**config.mk**
```make
export PLATFORM = sky130hd
export DESIGN_NAME = spi_slave_rx
export DESIGN_NICKNAME = d
export VERILOG_FILES = /design/src/rtl/spi_slave_rx.sv
export SDC_FILE = /design/constraint.sdc
export NUM_CORES = 1
export LEC_CHECK = 0
export ABC_AREA = 0
export CAP_MARGIN = 0
export CORE_ASPECT_RATIO = 1.75
export CORE_MARGIN = 4
export CORE_UTILIZATION = 56
export DETAILED_ROUTE_END_ITERATION = 7
export GPL_ROUTABILITY_DRIVEN = 0
export GPL_TIMING_DRIVEN = 0
export PLACE_DENSITY = 0.86
export SLEW_MARGIN = 20
export SYNTH_ARGS = -nofsm -noshare
export SYNTH_HDL_FRONTEND = slang
export SYNTH_SLANG_ARGS = --single-unit
export TNS_END_PERCENT = 100
```
**constraint.sdc**
```tcl
create_clock -name clk -period 2.59 [get_ports clk]
set_input_delay 0.518 -clock clk [delete_from_list [all_inputs] [get_ports clk]]
set_output_delay 0.518 -clock clk [all_outputs]
set_load 0.05 [all_outputs]
```
**src/rtl/spi_slave_rx.sv**
```systemverilog
// SPI mode-0 receive stage: synchronizes sclk/mosi/cs into clk, assembles
// MSB-first words and presents them on a one-deep valid/ready register.
module spi_slave_rx #(
  parameter int WIDTH       = 32,
  parameter int SYNC_STAGES = 2
) (
  input  logic             clk,
  input  logic             rst_n,
  input  logic             sclk,
  input  logic             mosi,
  input  logic             cs,
  output logic [WIDTH-1:0] out_data,
  output logic             out_valid,
  input  logic             out_ready,
  output logic             busy,
  output logic             frame_err,
  output logic             overrun
);

  localparam int CW = $clog2(WIDTH + 1);
  localparam logic [1:0] S_IDLE = 2'd0;
  localparam logic [1:0] S_RECV = 2'd1;
  localparam logic [1:0] S_TAIL = 2'd2;

  logic [SYNC_STAGES-1:0] r_sclk_sync;
  logic [SYNC_STAGES-1:0] r_mosi_sync;
  logic [SYNC_STAGES-1:0] r_cs_sync;
  logic                   r_sclk_d;
  logic [1:0]             r_state;
  logic [CW-1:0]          r_cnt;
  logic [WIDTH-1:0]       r_shift;
  logic [WIDTH-1:0]       r_out_data;
  logic                   r_out_valid;
  logic                   r_busy;
  logic                   r_frame_err;
  logic                   r_overrun;

  logic w_sclk_s;
  logic w_mosi_s;
  logic w_cs_s;
  logic w_sclk_rise;
  logic w_full;
  logic w_accept;

  // cs synchronizer resets to the idle (high) level so reset never looks like a frame start
  always_ff @(posedge clk or negedge rst_n) begin
    if (!rst_n) begin
      r_sclk_sync <= '0;
      r_mosi_sync <= '0;
      r_cs_sync   <= '1;
      r_sclk_d    <= 1'b0;
    end else begin
      r_sclk_sync <= {r_sclk_sync[SYNC_STAGES-2:0], sclk};
      r_mosi_sync <= {r_mosi_sync[SYNC_STAGES-2:0], mosi};
      r_cs_sync   <= {r_cs_sync[SYNC_STAGES-2:0], cs};
      r_sclk_d    <= w_sclk_s;
    end
  end

  assign w_sclk_s    = r_sclk_sync[SYNC_STAGES-1];
  assign w_mosi_s    = r_mosi_sync[SYNC_STAGES-1];
  assign w_cs_s      = r_cs_sync[SYNC_STAGES-1];
  assign w_sclk_rise = w_sclk_s & ~r_sclk_d;
  assign w_full      = (r_cnt == CW'(WIDTH));
  assign w_accept    = ~r_out_valid | out_ready;

  always_ff @(posedge clk or negedge rst_n) begin
    if (!rst_n) begin
      r_state     <= S_IDLE;
      r_cnt       <= '0;
      r_shift     <= '0;
      r_out_data  <= '0;
      r_out_valid <= 1'b0;
      r_busy      <= 1'b0;
      r_frame_err <= 1'b0;
      r_overrun   <= 1'b0;
    end else begin
      r_frame_err <= 1'b0;
      r_overrun   <= 1'b0;
      if (r_out_valid && out_ready)
        r_out_valid <= 1'b0;

      case (r_state)
        S_IDLE: begin
          if (!w_cs_s) begin
            r_cnt   <= '0;
            r_shift <= '0;
            r_state <= S_RECV;
            r_busy  <= 1'b1;
          end
        end
        S_RECV: begin
          if (w_full) begin
            // A commit that lands with the handshake overrides the drop above
            if (w_accept) begin
              r_out_data  <= r_shift;
              r_out_valid <= 1'b1;
            end else begin
              r_overrun <= 1'b1;
            end
            r_state <= S_TAIL;
          end else if (w_cs_s) begin
            r_frame_err <= 1'b1;
            r_state     <= S_IDLE;
            r_busy      <= 1'b0;
          end else if (w_sclk_rise) begin
            r_shift <= {r_shift[WIDTH-2:0], w_mosi_s};
            r_cnt   <= r_cnt + CW'(1);
          end
        end
        S_TAIL: begin
          if (w_cs_s) begin
            r_state <= S_IDLE;
            r_busy  <= 1'b0;
          end
        end
        default: begin
          r_state <= S_IDLE;
          r_busy  <= 1'b0;
        end
      endcase
    end
  end

  assign out_data  = r_out_data;
  assign out_valid = r_out_valid;
  assign busy      = r_busy;
  assign frame_err = r_frame_err;
  assign overrun   = r_overrun;

endmodule

```
Yosys cells after proc, flatten, opt, wreduce, memory -nomap -nowiden

Index checks and enable logic that the tools add are counted.

Register bits after elaboration: 83
Output and inout bits: 36

Equality and inequality tests: 7
Reduce and logical (&&, ||, !) cells: 6
Add/subtract/negate cells: 1
Bitwise gates (word level): 4
Mux-type cells: 28

Operator list:

| kind                  | count |
|---|---|
| $mux W32              | 4 |
| $pmux W32 S2          | 1 |
| $mux W6               | 4 |
| $mux W1               | 13 |
| $pmux W6 S2           | 1 |
| $ne A2 B2 Y1 const B  | 4 |
| $add A6 B1 Y6 const B | 1 |
| $eq A6 B6 Y1 const B  | 1 |
| $mux W2               | 3 |
| $pmux W2 S3           | 1 |
| $reduce_and A5 Y1     | 1 |
| $pmux W1 S3           | 1 |
| $reduce_and A3 Y1     | 1 |
| $eq A2 B1 Y1 const B  | 1 |
| $eq A2 B2 Y1 const B  | 1 |
| $logic_not A2 Y1      | 1 |
| $not A1 Y1            | 2 |
| $reduce_and A2 Y1     | 1 |
| $reduce_bool A2 Y1    | 1 |
| $and A1 B1 Y1         | 1 |
| $logic_and A1 B1 Y1   | 1 |
| $or A1 B1 Y1          | 1 |

Depth between registers and ports, before layout

Gate-level depths: netlist of run 1.

Depth in word-level cells: 6
Depth in mapped cells: 8

Worst setup path after synthesis of run 1

Ideal clock, no wire load.

Path type: flip-flop to flip-flop
Start: reg r_cnt[0]
End: reg r_out_data[0] (netlist: out_data[0])
Clock period less this slack: 1.725 ns
Setup slack: 0.865 ns
Data required time: 2.465 ns
Arrival time: 1.600 ns
Cell stages (with the launch flop): 8
Cell sequence: dfrtp_1 -> inv_1 -> ha_1 -> nor4b_4 -> and3_4 -> nand2_4 -> buf_12 -> mux2_4

Word-level cells in the longest chain between the ends: 2

RTL lines:

| item                               | RTL line | source |
|---|---|---|
| start, declared                    | 30       | `logic [CW-1:0] r_cnt;` |
| start signal, assigned             | 108      | `r_cnt <= r_cnt + CW'(1);` |
| $eq A6 B6 Y1                       | 64       | `assign w_full = (r_cnt == CW'(WIDTH));` |
| $reduce_and A3 Y1 (no source line) | --       |  |
| end signal, assigned               | 96       | `r_out_data <= r_shift;` |
| end, declared                      | 32       | `logic [WIDTH-1:0] r_out_data;` |

Every way passes these cells.
A chain may end at the register's enable or synchronous reset.

Worst setup path after layout of run 1

Start: reg r_cnt[0]
End: reg r_shift[23]

Word-level cells in the longest chain between the ends: 3

RTL lines:

| item                               | RTL line | source |
|---|---|---|
| $eq A6 B6 Y1                       | 64       |  |
| $ne A2 B2 Y1 (no source line)      | --       |  |
| $reduce_and A5 Y1 (no source line) | --       |  |
| end signal, assigned               | 107      | `r_shift <= {r_shift[WIDTH-2:0], w_mosi_s};` |
| end, declared                      | 31       | `logic [WIDTH-1:0] r_shift;` |

Every way passes these cells.

==> results of run 1 <==
[per-layer routing]
metal	up-vias	wire [um]
met3	25	182
li1	908	-
met4	0	229
met5	-	0
met2	57	3100
met1	1052	2590
[metrics by stage]
| step | TNS [ps] | std cells | setup slack [ps] |
|---|---|---|---|
| after floorplan | 0 | 221 | 865 |
| after global placement | -140930 | 340 | -1730 |
| after detailed placement | 0 | 341 | 560 |
| final | 0 | 357 | 493 |
| after global routing | 0 | 357 | 408 |
| after CTS | 0 | 357 | 494 |
[area by class of cell]
class / count / share of cell area [%]
clock inverter: 7 / 1.26
buffer: 11 / 2.39
timing repair buffer: 42 / 10.7
multi-input combinational: 121 / 28.8
inverter: 6 / 0.552
clock buffer: 9 / 3.03
tap: 78 / 2.39
sequential: 83 / 50.9
[registers in the layout, summed over array words and instances, names as in the netlist, 2 cells and up]
signal       count
r_cs_sync        2
r_state          2
out_data        32
r_cnt            6
r_mosi_sync      2
r_sclk_sync      2
r_shift         32
[how the worst max path moves through the flow]
stage | start | slack (ps) | endpoint
detailed placement | out_ready | 560 | out_data[7]
global route | r_cnt[0] | 410 | r_shift[27]
CTS | out_data[7] | 490 | out_data[7]
floorplan | r_cnt[0] | 860 | out_data[0]
finish | r_cnt[0] | 490 | r_shift[23]
global placement | rst_n | -1730 | out_data[2]
[cell families after synthesis]
| group | count (synthesis) |
|---|---|
| xor gates and xnor gates | 1 |
| buffers and inverters | 17 |
| muxes | 34 |
| and+or+nand+nor | 32 |
| DFF | 83 |
| AOI/OAI and AO/OA | 48 |
| adders and majority gates | 6 |
[where the power goes]
group | internal, mW | switching (mW)
combinational | 0.154 | 0.264
sequential | 1.34 | 0.0480
clock | 0.355 | 0.485
[cells in the final DEF, fill, tap and decap left out, types with 6 or more instances in the layout]
| master | synthesis | final |
|---|---|---|
| dfrtp_1 | 81 | 81 |
| clkdlybuf4s50_1 | 0 | 40 |
| a22o_1 | 34 | 34 |
| mux2_4 | 30 | 30 |
| clkbuf_8 | 0 | 9 |
| nand2_1 | 7 | 7 |
| inv_1 | 6 | 6 |
| buf_2 | 6 | 6 |
| ha_1 | 6 | 6 |
==> run metrics, run 1 <==
Final Util=69.4%; status=finished, final reports clean; Avg Vias per Cell=5.72; largest net degree at the start of global routing=between 60 and 70; register area=about 2100 sq um; Synth top cells by count=dfrtp_1, a22o_1, mux2_4; Crit Reg-Reg Endpoint=r_shift[23]; Synth Area in Adders=2.22%; power per cell area=about 650 nW/um^2; worst-skew pair later-pin latency=about 350 ps; area leader, netlist=dfrtp_1; Worst slew margin=a little under two thirds; Max Cap Viol=0; startpoint types=flip-flop; H-tree depth=3; Core Footprint=5880 sq um; DP Area=around 4000 sq um; Mean Syn Cell Area=between 15 and 20 sq um; Fin Clk Skew=about 8.5 ps; FF-to-FF Start=r_cnt[0]; grt ovf=0; Post-DRT Antenna Nets=0; CP delay by family, top=compound AO/OA/AOI/OAI gates; routing usage on met2=28.4%; Num CTS Buffers=9; Worst R2R Setup Slack=~490 ps; drt wl/cell=between 15 and 20 um; f_max=between 400 and 500 MHz; Post-CTS Setup Inserts=0; slowest stage delay, CP=approximately 460 ps; input/output buffers=approximately 40; Worst Hold Slack=49.6 ps; Final period util=between 80% and 90%; post-synthesis cell count=around 220; Layout area overhead=21.0%; Cell Area, Synth=about 3400 sq um; die width=between 60 and 70 um; worst-margin pin slew=roughly 540 ps; fill count=around 420; #FFs+latches synth=between 80 and 90; Leakage=2.02 nW; most common cell in the synthesized netlist=dfrtp_1; dpl hpwl=4110 um; reg2reg path depth=7; met3 Usage GRT=around 4.1%; arrival time at the worst endpoint=about 2300 ps; Worst Path Buf+Inv=2; worst path required time=around 2800 ps; VDD IR-drop max=about 0.00046 V; hold_buf cts=0; ANT cells=0; first drt pass iteration count=4; Max clock buf depth=2; RSZ-0062 raised after global routing=no; Post-synth ARST share=100%; nets@finish=between 200 and 300; Syn Nets=approximately 230; main combinational cell family by area after synthesis=multiplexers; Core Rows=37; Initial Util=57.4%; area of the multi-input gates=between 1000 and 1500 sq um; maximum fanout along the worst path=10; Final Power=about 2.7 mW; Die Area=approximately 7400 sq um; Slew Viols, Final=0; proportion of synthesized area in mux cells=approximately 15%; initial antenna violation count=0; # IOs=42; Yosys cell types=34; Post-Synth Simple-Gate Area=around 6.2%; Main synth FF type=dfrtp_1; via count=2042; Synth Area in XOR/XNOR=less than 1%; setup violators final=0; post-route cell area=a little over 4000 sq um; Compound-Gate Fraction of Synth Area=between 10% and 20%; post-layout min period=approximately 2100 ps; first-pass GRT wire length=10200 um; kind of critical path=flip-flop to flip-flop; CTS tree=yes; DRC=0; DR iter-0 viols=108; Seq/Total Area, Yosys=61.6%; crit path cell chain=inv_1 -> ha_1 -> nor4b_4 -> a31oi_1 -> nand2_2 -> buf_2 -> a22o_1; GRT busiest layer=met2; Die Y=between 100 and 150 um; Crit path depth=7; Worst-path clk slew=~90 ps; CP Capture Type=flip-flop; top-area cell type share of the netlist area=approximately three fifths; Post-synth EDFFs=0; Sink Count=83; clk root buf=clkbuf_8; via count of the first global-routing pass=approximately 2100; share of layout cells above drive strength 1=about a quarter; GR Util All Layers=~18%; Hold Crit Class=primary input to asynchronous set/reset pin; Post-CTS Resized=0; Routed WL=around 6000 um; GR Layer Usage met1=22.9%; Hold Vio Cnt, Final=0; Max stage delay cell, worst path=a31oi_1; Area contributors post-synth=dfrtp_1, mux2_4, a22o_1; Synthesis Warnings=0
No activity file was read; power rests on OpenSTA's default activity.
==> inputs of run 2 (changes only) <==
--- a/config.mk
+++ b/config.mk
@@ -9,11 +9,11 @@
 export CAP_MARGIN = 0
 export CORE_ASPECT_RATIO = 1.75
 export CORE_MARGIN = 4
-export CORE_UTILIZATION = 56
+export CORE_UTILIZATION = 49
 export DETAILED_ROUTE_END_ITERATION = 7
 export GPL_ROUTABILITY_DRIVEN = 0
 export GPL_TIMING_DRIVEN = 0
-export PLACE_DENSITY = 0.86
+export PLACE_DENSITY = 0.81
 export SLEW_MARGIN = 20
 export SYNTH_ARGS = -nofsm -noshare
 export SYNTH_HDL_FRONTEND = slang
==> constraint.sdc (replaced) <==
create_clock -name clk -period 1.7 [get_ports clk]
set_input_delay 0.34 -clock clk [delete_from_list [all_inputs] [get_ports clk]]
set_output_delay 0.34 -clock clk [all_outputs]
set_load 0.05 [all_outputs]
==> run 2 against run 1 <==
Against the previous run: the run now ends with negative setup slack left; hold slack lost 48 ps; die area rose by 13%; utilization is 2.9 points lower; total power grew 91%; flip-flop and latch count unchanged; routed wire length grew 10%; final cell count increased by 5.3%; combinational power up 140%; clock skew fell by 2.9 ps; setup slack worse by 640 ps; critical endpoint is now out_data[20].
==> run metrics, run 2 (synthesized netlist as in run 1, its figures left out) <==
DR iter-0 viols=136 (+26%); share of layout cells above drive strength 1=32.0% (+6.5 points); Final period util=109% (+28 points); crit path cell chain=inv_2 -> ha_4 -> nor4b_4 -> buf_4 -> and3_4 -> nand2_8 -> buf_12 -> mux2_4; Initial Util=50.8% (-6.5 points); Core Footprint=6640 sq um (+13%); f_max=541 MHz (+13%); arrival time at the worst endpoint=2060 ps (-280 ps); ANT cells=0 (unchanged); register area=2080 sq um (unchanged); most common cell after layout, fill and taps aside=dfrtp_1; worst-skew pair later-pin latency=340 ps (about the same); Layout area overhead=30.8%; setup violators final=67 (+67); die width=70.7 um (+6.1%); DRC=0 (unchanged); GR Util All Layers=17.5% (-0.76 points); Slew Viols, Final=0 (unchanged); hold_buf cts=0 (unchanged); pre-CTS setup slack=-372 ps (-932 ps); maximum fanout along the worst path=10 (unchanged); clock power share=38.0% (+6.3 points); failing checks=negative setup slack; Reg power frac=42.1% (-10 points); post-layout min period=1850 ps (-249 ps); Crit path depth=8 (+1); area of the multi-input gates=1260 sq um (+7.0%); # IOs=42 (unchanged); first drt pass iteration count=6 (+2); RSZ-0062 raised after global routing=yes; slowest stage delay, CP=390 ps (-70 ps); Hold Crit Class=primary input to asynchronous set/reset pin; Fin Clk Skew=5.69 ps (-2.86 ps); most frequent cells in the layout=dfrtp_1, dlygate4sd2_1, a22o_1; Leakage=2.37 nW (+17%); nets@finish=302 (+5.6%); Worst-path clk slew=60 ps (-30 ps); Die Y=118 um (+6.4%); dpl cells=345 (+1.2%); largest net degree at the start of global routing=46 (-27%); clk root buf=clkbuf_16; Max Cap Viol=0 (unchanged); Max clock buf depth=2 (unchanged); P_sw=1.33 mW (+67%); Worst Path Buf+Inv=3 (+1); via count of the first global-routing pass=2258 (+6.5%); power per cell area=1150 nW/um^2 (+77%); CP Capture Type=flip-flop; reg2reg path depth=8 (+1); Sink Count=83 (unchanged); status=finished with violations; via count=2075 (+1.6%); dpl hpwl=4070 um (-0.87%); Hold Vio Cnt, Final=0 (unchanged); H-tree depth=3 (unchanged); Num CTS Buffers=9 (unchanged); fill count=520 (+25%); drt wl/cell=17.9 um (+4.8%); Worst R2R Setup Slack=-150 ps (-640 ps); CP delay by family, top=simple AND/OR/NAND/NOR gates; Worst slew margin=62.0% (-1.9 points); input/output buffers=41 (unchanged); Die Area=8330 sq um (+13%); kind of critical path=flip-flop to flip-flop; Max stage delay cell, worst path=dfrtp_1; fin cells=376 (+5.3%); worst-margin pin slew=570 ps (+31.3 ps); Crit. Startpoint=r_cnt[1]; final setup margin=-148 ps (-641 ps); CP Capture Point=out_data[20]; combinational share of power=20.0% (+4.2 points); Routed WL=6730 um (+10%); grt ovf=0 (unchanged); Post-DRT Antenna Nets=0 (unchanged); Avg Vias per Cell=5.52 (-3.5%); worst path required time=1910 ps (-920 ps); Crit Reg-Reg Endpoint=out_data[20]; first-pass GRT wire length=11400 um (+11%); CTS tree=yes; FF-to-FF Start=r_cnt[1]; VDD IR-drop max=0.000842 V (+82%); startpoint types=flip-flop; Int Power=3.74 mW (+100%); initial antenna violation count=0 (unchanged); switching power share of the total=26.2% (-3.8 points); Core Rows=39 (+5.4%)
[run 2: worst register-to-register path: stages, from the launching register on]
cell and delay [ps]:
dfrtp_1 390, inv_2 90, ha_4 140, nor4b_4 170, buf_4 160, and3_4 220
nand2_8 90, buf_12 160, mux2_4 300
[run 2: layer usage]
layer / track usage [%] / share of wire, % / vias up
met3: 4.70 / 3.1 / 18
li1: - / - / 950
met2: 28.4 / 53 / 42
met1: 20.7 / 41 / 1065
met4: 9.65 / 3.3 / 0
met5: 0 / 0 / -
[run 2: cell type report]
type | instances | area share [%]
Tap cell | 82 | 2.32
Multi-Input combinational cell | 122 | 28.5
Clock buffer | 13 | 5.89
Clock inverter | 2 | 0.793
Buffer | 10 | 3.00
Sequential cell | 83 | 47.1
Timing Repair Buffer | 58 | 11.9
Inverter | 6 | 0.510
[run 2: worst min-delay path by stage]
stage,endpoint,cells after the start,start
after floorplan,busy,0,rst_n
after global placement,r_mosi_sync[1],0,r_mosi_sync[0]
after detailed placement,r_mosi_sync[1],0,r_mosi_sync[0]
after CTS,r_shift[24],1,rst_n
after global routing,overrun,1,rst_n
final,out_data[23],1,rst_n
[run 2: metrics by stage]
step | utilization, % | power (mW) | hold WS, ps | cell area, sq um | setup TNS (ps)
2_1_floorplan | - | 2.59 | 44.4 | 3370 | -1320
3_3_place_gp | 58.6 | 2.76 | 335 | 3890 | -217320
3_5_place_dp | 58.8 | 2.80 | 338 | 3910 | -18210
4_1_cts | 65.7 | 5.05 | 16.5 | 4360 | -5180
5_1_grt | 66.5 | 5.25 | 54.2 | 4420 | -13470
6_report | 66.5 | 5.07 | 1.41 | 4420 | -7860
[run 2: timing repair]
item / CTS / global route
endpoints found under the hold margin: 0 / 0
endpoints found under the setup margin: 107 / 73
setup buffers: 10 / 3
gates cloned: 4 / 0
gates resized for setup: 66 / 15
pin swaps: 15 / 2
[run 2: power by group through the flow]
stage	clock (mW)	sequential (mW)	combinational (mW)
after floorplan	0	2.21	0.381
after global placement	0	2.15	0.608
after detailed placement	0	2.16	0.635
after CTS	1.96	2.13	0.970
after global routing	2.02	2.14	1.09
final	1.92	2.13	1.01
==> inputs of run 3 (changes only) <==
--- a/config.mk
+++ b/config.mk
@@ -7,8 +7,7 @@
 export LEC_CHECK = 0
 export ABC_AREA = 0
 export CAP_MARGIN = 0
-export CORE_ASPECT_RATIO = 1.75
-export CORE_MARGIN = 4
+export CORE_MARGIN = 2
 export CORE_UTILIZATION = 49
 export DETAILED_ROUTE_END_ITERATION = 7
 export GPL_ROUTABILITY_DRIVEN = 0
==> run 3 against run 2 <==
Against the previous run: the run still ends with negative setup slack left; highest routed layer unchanged; critical path depth did not move; sequential share of layout area fell by 0.79 points; clock-buffer cell count fell by 4; non-clock buffer count rose by 9; register-to-register slack got worse by 40 ps; cell area rose by 1.7%; critical path type unchanged; die area fell by 9.2%.
==> run metrics, run 3 (synthesized netlist as in run 1, its figures left out) <==
Worst Hold Slack=354 ps (+353 ps); Post-DRT Antenna Nets=0 (unchanged); Layout area overhead=33.1%; initial antenna violation count=0 (unchanged); Hold Vio Cnt, Final=0 (unchanged); Worst R2R Setup Slack=-190 ps (-40 ps); H-tree depth=3 (unchanged); DP Area=3910 sq um (+0.13%); Sink Count=83 (unchanged); Final period util=111% (+2.3 points); Core Footprint=6720 sq um (+1.2%); Final Util=66.8% (+0.30 points); worst-skew pair later-pin latency=370 ps (+30 ps); Leakage=2.41 nW (+1.8%); Crit. Startpoint=r_cnt[0]; f_max=530 MHz (-2.0%); worst path required time=1950 ps (+40 ps); Avg Vias per Cell=5.48 (-0.76%); Worst-path clk slew=90 ps (+30 ps); clk root buf=clkbuf_8; FF-to-FF Start=r_cnt[0]; VDD IR-drop max=0.000536 V (-36%); post-layout min period=1890 ps (+38.5 ps); setup violators final=67 (unchanged); DRC=0 (unchanged); Slew Viols, Final=0 (unchanged); first drt pass iteration count=4 (-2); CP Capture Type=flip-flop; Initial Util=50.2% (-0.62 points); Die Area=7570 sq um (-9.2%); Max Cap Viol=0 (unchanged); Num CTS Buffers=9 (unchanged); Hold Crit Class=flip-flop to flip-flop; post-route cell area=4490 sq um (+1.7%); via count of the first global-routing pass=2163 (-4.2%); GR Util All Layers=19.3% (+1.8 points); DR iter-0 viols=67 (-51%); pre-CTS setup slack=-342 ps (+29.9 ps); grt ovf=0 (unchanged); largest net degree at the start of global routing=57 (+24%); startpoint types=flip-flop; most frequent cells in the layout=dfrtp_1, dlygate4sd2_1, a22o_1; reg2reg path depth=8 (unchanged); final setup margin=-187 ps (-38.5 ps); kind of critical path=flip-flop to flip-flop; worst-margin pin slew=508 ps (-61.9 ps); RSZ-0062 raised after global routing=yes; arrival time at the worst endpoint=2140 ps (+80 ps); failing checks=negative setup slack; ANT cells=0 (unchanged); dpl hpwl=3750 um (-8.1%); Die Y=87.0 um (-26%); first-pass GRT wire length=11000 um (-3.5%); CP Capture Point=out_data[4]; status=finished with violations; Max clock buf depth=2 (unchanged); Routed WL=6650 um (-1.2%); maximum fanout along the worst path=5 (-5); input/output buffers=41 (unchanged); total negative slack=-8790 ps (-929 ps); most common cell after layout, fill and taps aside=dfrtp_1; drt wl/cell=17.3 um (-3.2%); share of layout cells above drive strength 1=34.5% (+2.6 points); die width=87.0 um (+23%); via count=2103 (+1.3%); power per cell area=1030 nW/um^2 (-10%); # IOs=42 (unchanged); Fin Clk Skew=9.81 ps (+4.12 ps); nets@finish=311 (+3.0%); Worst slew margin=66.2% (+4.3 points); Core Rows=30 (-23%); CTS tree=yes; Crit Reg-Reg Endpoint=out_data[4]
-- run 3: metrics by stage --
stage / total power, mW / std cells
after detailed placement: 2.79 / 343
after floorplan: 2.59 / 221
final: 4.63 / 384
after global routing: 4.83 / 384
after CTS: 4.58 / 382
after global placement: 2.75 / 342
-- run 3: final cells by class --
class                           instances  area (sq um)
Buffer                                 10           135
Clock buffer                            9           124
Clock inverter                          7          86.3
Fill cell                             467          2230
Inverter                                6          22.5
Multi-Input combinational cell        122          1240
Sequential cell                        83          2080
Tap cell                               80           100
Timing Repair Buffer                   67           704
-- run 3: worst min path at each step --
stage,start,to,slack (ps),cells past startpoint
floorplan,rst_n,busy,40,0
global placement,r_sclk_sync[0],r_sclk_sync[1],330,0
detailed placement,rst_n,out_data[24],290,1
CTS,r_sclk_sync[0],r_sclk_sync[1],350,0
global route,r_sclk_sync[0],r_sclk_sync[1],360,0
finish,r_sclk_sync[0],r_sclk_sync[1],350,0
-- run 3: worst max-delay path, cell delays in order, from the launching register on --
cell,delay (ps)
dfrtp_1,410
inv_2,90
ha_4,120
nor4b_4,230
and3_4,270
nand2_8,80
buf_12,140
buf_12,130
mux2_4,290
-- run 3: report_power, final --
part           switching, mW  internal [mW]
clock network          0.785          0.706
registers             0.0706           2.05
logic                  0.542          0.477
total                   1.40           3.23
-- run 3: repair_timing --
action,4_1_cts,5_1_grt
hold buffers,1,0
endpoints found under the hold margin,25,0
endpoints found under the setup margin,105,73
pin swaps,25,13
resized for setup,78,7
buffers inserted,13,3
cloned,10,0
-- run 3: per-layer routing --
metal / track usage [%] / share of wire (%)
met1: 26.1 / 45
met2: 29.8 / 49
met3: 3.03 / 3.4
met4: 11.1 / 2.3
met5: 0 / 0
==> RTL change 1, RTL diff (config.mk and constraints of run 2) <==
`WIDTH`: 32 -> 64.
--- a/src/rtl/spi_slave_rx.sv
+++ b/src/rtl/spi_slave_rx.sv
@@ -1,7 +1,7 @@
 // SPI mode-0 receive stage: synchronizes sclk/mosi/cs into clk, assembles
 // MSB-first words and presents them on a one-deep valid/ready register.
 module spi_slave_rx #(
-  parameter int WIDTH       = 32,
+  parameter int WIDTH       = 64,
   parameter int SYNC_STAGES = 2
 ) (
   input  logic             clk,
Interface: changed (resized out_data); port bits go from 42 to 74. The function was not compared with the original's and may differ.
==> RTL change 1 against run 2 <==
- synthesized cell count rose by 64%
- utilization is 1.8 points higher
- critical endpoint is now out_data[49]
- highest routed layer unchanged
- combinational power grew 47%
- worst setup slack got worse by 0.13 ns
- die area increased by 65%
- hold slack gained 0.34 ns
- largest power group is now clock
- the run still ends with setup timing left
- routed wire length rose by 85%
- sequential cell count grew 65
- non-clock buffer count rose by 56
- critical path type unchanged
- synthesized area is 72% higher
- cell area grew 79%
- power up 80%
==> RTL change 1: results (changes against run 2) <==
leading post-synthesis cells by cell area dfrtp_1, mux2_4, a22o_1; Peak supply drop 780 uV (-7.3%); H-tree depth 4 (+1); highest net fanout along the worst path 9 (-1); Leak 4.31 nW (+82%); All-Layer GR Usage 18.0% (+0.49 points); final net count 494 (+64%); Vias/cell 5.61 (+1.7%); clk buf depth 2 (unchanged); global-route wire length before repair 19900 um (+76%); Mapped Nets 374 (+61%); violated checks setup timing; WL final 12500 um (+85%); largest net degree at the start of global routing 80 (+74%); CTS root buf clkbuf_16; Initial DRT Pass Iterations 4 (-2); Clock Skew 0.0151 ns (+0.00944 ns); CP delay by family, top simple AND/OR/NAND/NOR gates; outcome finished with violations; final antenna-violating net count 0 (unchanged); TritonCTS Buffers 17 (+8); port buffer count 73 (+78%); Slew HR 64.0% (+2.0 points); Synth Warn # 0 (unchanged); hpwl dp 7130 um (+75%); Cell variety after synth 32 (-5.9%); Hold Crit Class in2reg; clock transition at the registers of the reported paths 0.06 ns (about the same); final setup vio count 135 (+100%); Synth top cells by count dfrtp_1, a22o_1, mux2_4; DRT iter0 DRCs 105 (-23%); number of global-route vias before repair 3807 (+69%); Worst path slowest cell dfrtp_1; Diodes inserted 0 (unchanged); setup TNS -31.34 ns (-23.48 ns); sequential share of the synthesized area 63.7% (+2.1 points); # fillers 797 (+53%); Synth Flop Type dfrtp_1; smallest setup slack after layout -0.274 ns (-0.126 ns); worst path arrival time 2.26 ns (+0.20 ns); layout cells sized above 1 32.9% (+0.89 points); initial antenna violation count 0 (unchanged); Post-synth ARST share 100% (unchanged); Largest stage delay, worst path 0.39 ns (about the same); worst-skew pair later-pin latency 0.41 ns (+0.07 ns)
==> RTL change 1: changes by cell type after synthesis, moves of 3 or more <==
cell | run 2 | this run
o211ai_1 | 3 | 0
buf_2 | 6 | 11
and3_1 | 0 | 5
buf_6 | 0 | 6
buf_12 | 3 | 0
dfrtp_1 | 81 | 146
a221o_1 | 0 | 5
a22o_1 | 34 | 65
mux2_4 | 30 | 60
clkbuf_1 | 2 | 6
==> RTL change 1: layout make-up <==
cell class	instances	area [um2]	area share, %
Tap cell	135	169	2.13
Inverter	4	15.0	0.190
Clock buffer	18	439	5.55
Clock inverter	12	179	2.26
Multi-Input combinational cell	187	2000	25.3
Timing Repair Buffer	101	1100	13.9
Buffer	23	300	3.79
Sequential cell	148	3710	46.8
==> RTL change 1: kinds of logic after synthesis <==
group	after synthesis	share of synthesized area, %
AOI/OAI and AO/OA	81	11.9
and+or+nand+nor	35	3.94
buffers and inverters	27	2.75
adders and majority gates	6	1.29
DFF	148	63.7
muxes	65	16.5
==> RTL change 1: what timing repair did <==
action,CTS,global route
hold buffers,1,0
pin swaps,2,4
endpoints found under the hold margin,67,0
gates resized for setup,91,33
cloned,1,9
setup endpoints to repair,203,140
setup buffers,8,9
==> RTL change 1: where the power goes <==
part / internal (W) / switching (W)
combinational: 0.000773 / 0.000709
sequential: 0.00362 / 0.000103
clock: 0.00248 / 0.00145
total: 0.00688 / 0.00226
==> RTL change 1: worst paths after layout <==
kind | from | to | slack (ns) | depth (start not counted)
worst max-delay path | r_cnt[0] | out_data[49] | -0.27 | 8
worst min-delay path | cs | r_cs_sync[0] | 0.34 | 1
worst max register to register | r_cnt[0] | out_data[49] | -0.27 | 8
worst min register to register | r_mosi_sync[0] | r_mosi_sync[1] | 0.35 | 0
max in group asynchronous | rst_n | r_state[0] | 0.47 | 3
min in group asynchronous | rst_n | out_data[55] | 0.45 | 2
==> RTL change 1: through the flow <==
stage                     area [um2]  std cells  setup WS [ns]
final                           7920        628         -0.274
after global placement          6760        570          -5.24
after global routing            7920        628         -0.380
after CTS                       7510        611         -0.321
after floorplan                 5860        362         -0.113
after detailed placement        6790        571         -0.382
==> RTL change 1: layer usage <==
layer | GRT usage [%] | up-vias | wire (um)
met5 | 0 | - | 0
met3 | 4.55 | 12 | 360
li1 | - | 1583 | -
met2 | 31.1 | 76 | 7040
met1 | 21.7 | 1854 | 4900
met4 | 6.50 | 0 | 156
==> RTL change 2, RTL diff (flow settings as in run 2) <==
Without the edit above. One comparison of `r_cnt` changes from == to >=.
--- a/src/rtl/spi_slave_rx.sv
+++ b/src/rtl/spi_slave_rx.sv
@@ -61,7 +61,7 @@
   assign w_mosi_s    = r_mosi_sync[SYNC_STAGES-1];
   assign w_cs_s      = r_cs_sync[SYNC_STAGES-1];
   assign w_sclk_rise = w_sclk_s & ~r_sclk_d;
-  assign w_full      = (r_cnt == CW'(WIDTH));
+  assign w_full      = (r_cnt >= CW'(WIDTH));
   assign w_accept    = ~r_out_valid | out_ready;
 
   always_ff @(posedge clk or negedge rst_n) begin
Function: no difference found for any inputs over 10 cycles, from zero or initial values and one cycle with rst_n low; that may be too few to reach the edited logic, so the function may still have changed.
==> RTL change 2 against run 2 <==
- cell area up 0.71%
- sequential cell count unchanged
- worst setup slack better by 0.16 ns
- die area down 2.6%
- synthesized area down 2.8%
- power down 7.9%
- highest routed layer unchanged
- routed wire length up 7.7%
- largest cell class unchanged
==> RTL change 2: results (changes against run 2) <==
outcome finished clean; Post-Synth XOR/XNOR Area 0% (-0.26 points); global-route wire length before repair 12100 um (+6.6%); largest net degree at the start of global routing 58 (+26%); Mapped Nets 300 (+29%); Vias/cell 5.33 (-3.3%); TritonCTS Buffers 9 (unchanged); Leak 2.22 nW (-6.2%); met1 usage 21.5% (+0.74 points); # fillers 461 (-11%); final net count 370 (+23%); routed wl met3 218 um (+5.3%); Place WS -0.284 ns (+0.0877 ns); layout cells sized above 1 25.1% (-6.9 points); DRT iter0 DRCs 114 (-16%); Main power group sequential cells; post-cts repair resize count 72 (+9.1%); sequential share of the synthesized area 63.4% (+1.8 points); M1 wire length 2860 um (+3.8%); Worst path slowest cell dfrtp_1; Worst-Margin Slew 0.516 ns (-0.0540 ns); H-tree depth 3 (unchanged); Inst Count DP 412 (+19%); Synth Instances 288 (+30%); Setup Buffers After CTS 15 (+5); GRT met2 Usage 33.8% (+5.4 points); Placed Area 3840 um2 (-1.8%); hpwl dp 4110 um (+0.94%); Peak supply drop 830 uV (-1.4%); Synth Flop Type dfrtp_1; Hold Crit Class reg2reg; via count 2374 (+14%); f_max 591 MHz (+9.2%); Fin Hold WS 0.353 ns (+0.352 ns); adder-cell share of the synthesized area 2.29% (+0.065 points); CP delay by family, top buffers and inverters; Seq pwr share 45.5% (+3.4 points); Hold-fix buffers, CTS 1 (+1); Clock Skew 0.00449 ns (-0.00120 ns); mux contribution to synthesized area 11.0% (-3.7 points); met3 Track Usage GR 3.53% (-1.2 points); routed len/inst 16.3 um (-9.0%); worst path arrival time 1.91 ns (-0.15 ns); leading post-synthesis cells by cell area dfrtp_1, mux2_2, nand2_1; Initial DRT Pass Iterations 4 (-2); Synth top cells by count dfrtp_1, nand2_1, o21ai_0; met2 routed WL 3910 um (+10%); Cell variety after synth 26 (-24%); combinational power share 13.6% (-6.4 points); initial antenna violation count 0 (unchanged); number of global-route vias before repair 2547 (+13%); R2R Setup Slk 0.007 ns (+0.16 ns); Synth Area in Compound Gates 8.05% (-3.4 points); Flop+latch power 0.00213 W (about the same); Switching Share 25.7% (-0.58 points); highest net fanout along the worst path 6 (-4); CTS root buf clkbuf_16; clock transition at the registers of the reported paths 0.06 ns (about the same); All-Layer GR Usage 18.9% (+1.4 points)
==> RTL change 2: cell types whose count changed in the layout (fill, tap and decap cells not counted), sizes merged, moves of 3 or more <==
cell	run 2	this run
a21oi	2	6
a22o	34	0
o211ai	3	0
o21ai	5	39
clkbuf	14	23
nand2	9	73
==> RTL change 2: layout make-up <==
type                       count  area, um2  area share (%)
buffer                        13        109            2.45
clock buffer                  14        254            5.71
clock inverter                 2       35.0           0.788
inverter                       6       22.5           0.506
multi-input combinational    182       1230            27.7
sequential                    83       2080            46.8
tap                           82        103            2.31
timing repair buffer          63        611            13.7
==> RTL change 2: path summary, 6_finish.rpt <==
path,startpoint,endpoint,depth (start not counted)
min in group asynchronous,rst_n,out_data[3],2
max in group asynchronous,rst_n,r_cs_sync[1],3
worst max-delay path,r_state[1],out_data[11],8
worst min-delay path,r_mosi_sync[0],r_mosi_sync[1],0
worst max register to register,r_state[1],out_data[11],8
worst min register to register,r_mosi_sync[0],r_mosi_sync[1],0
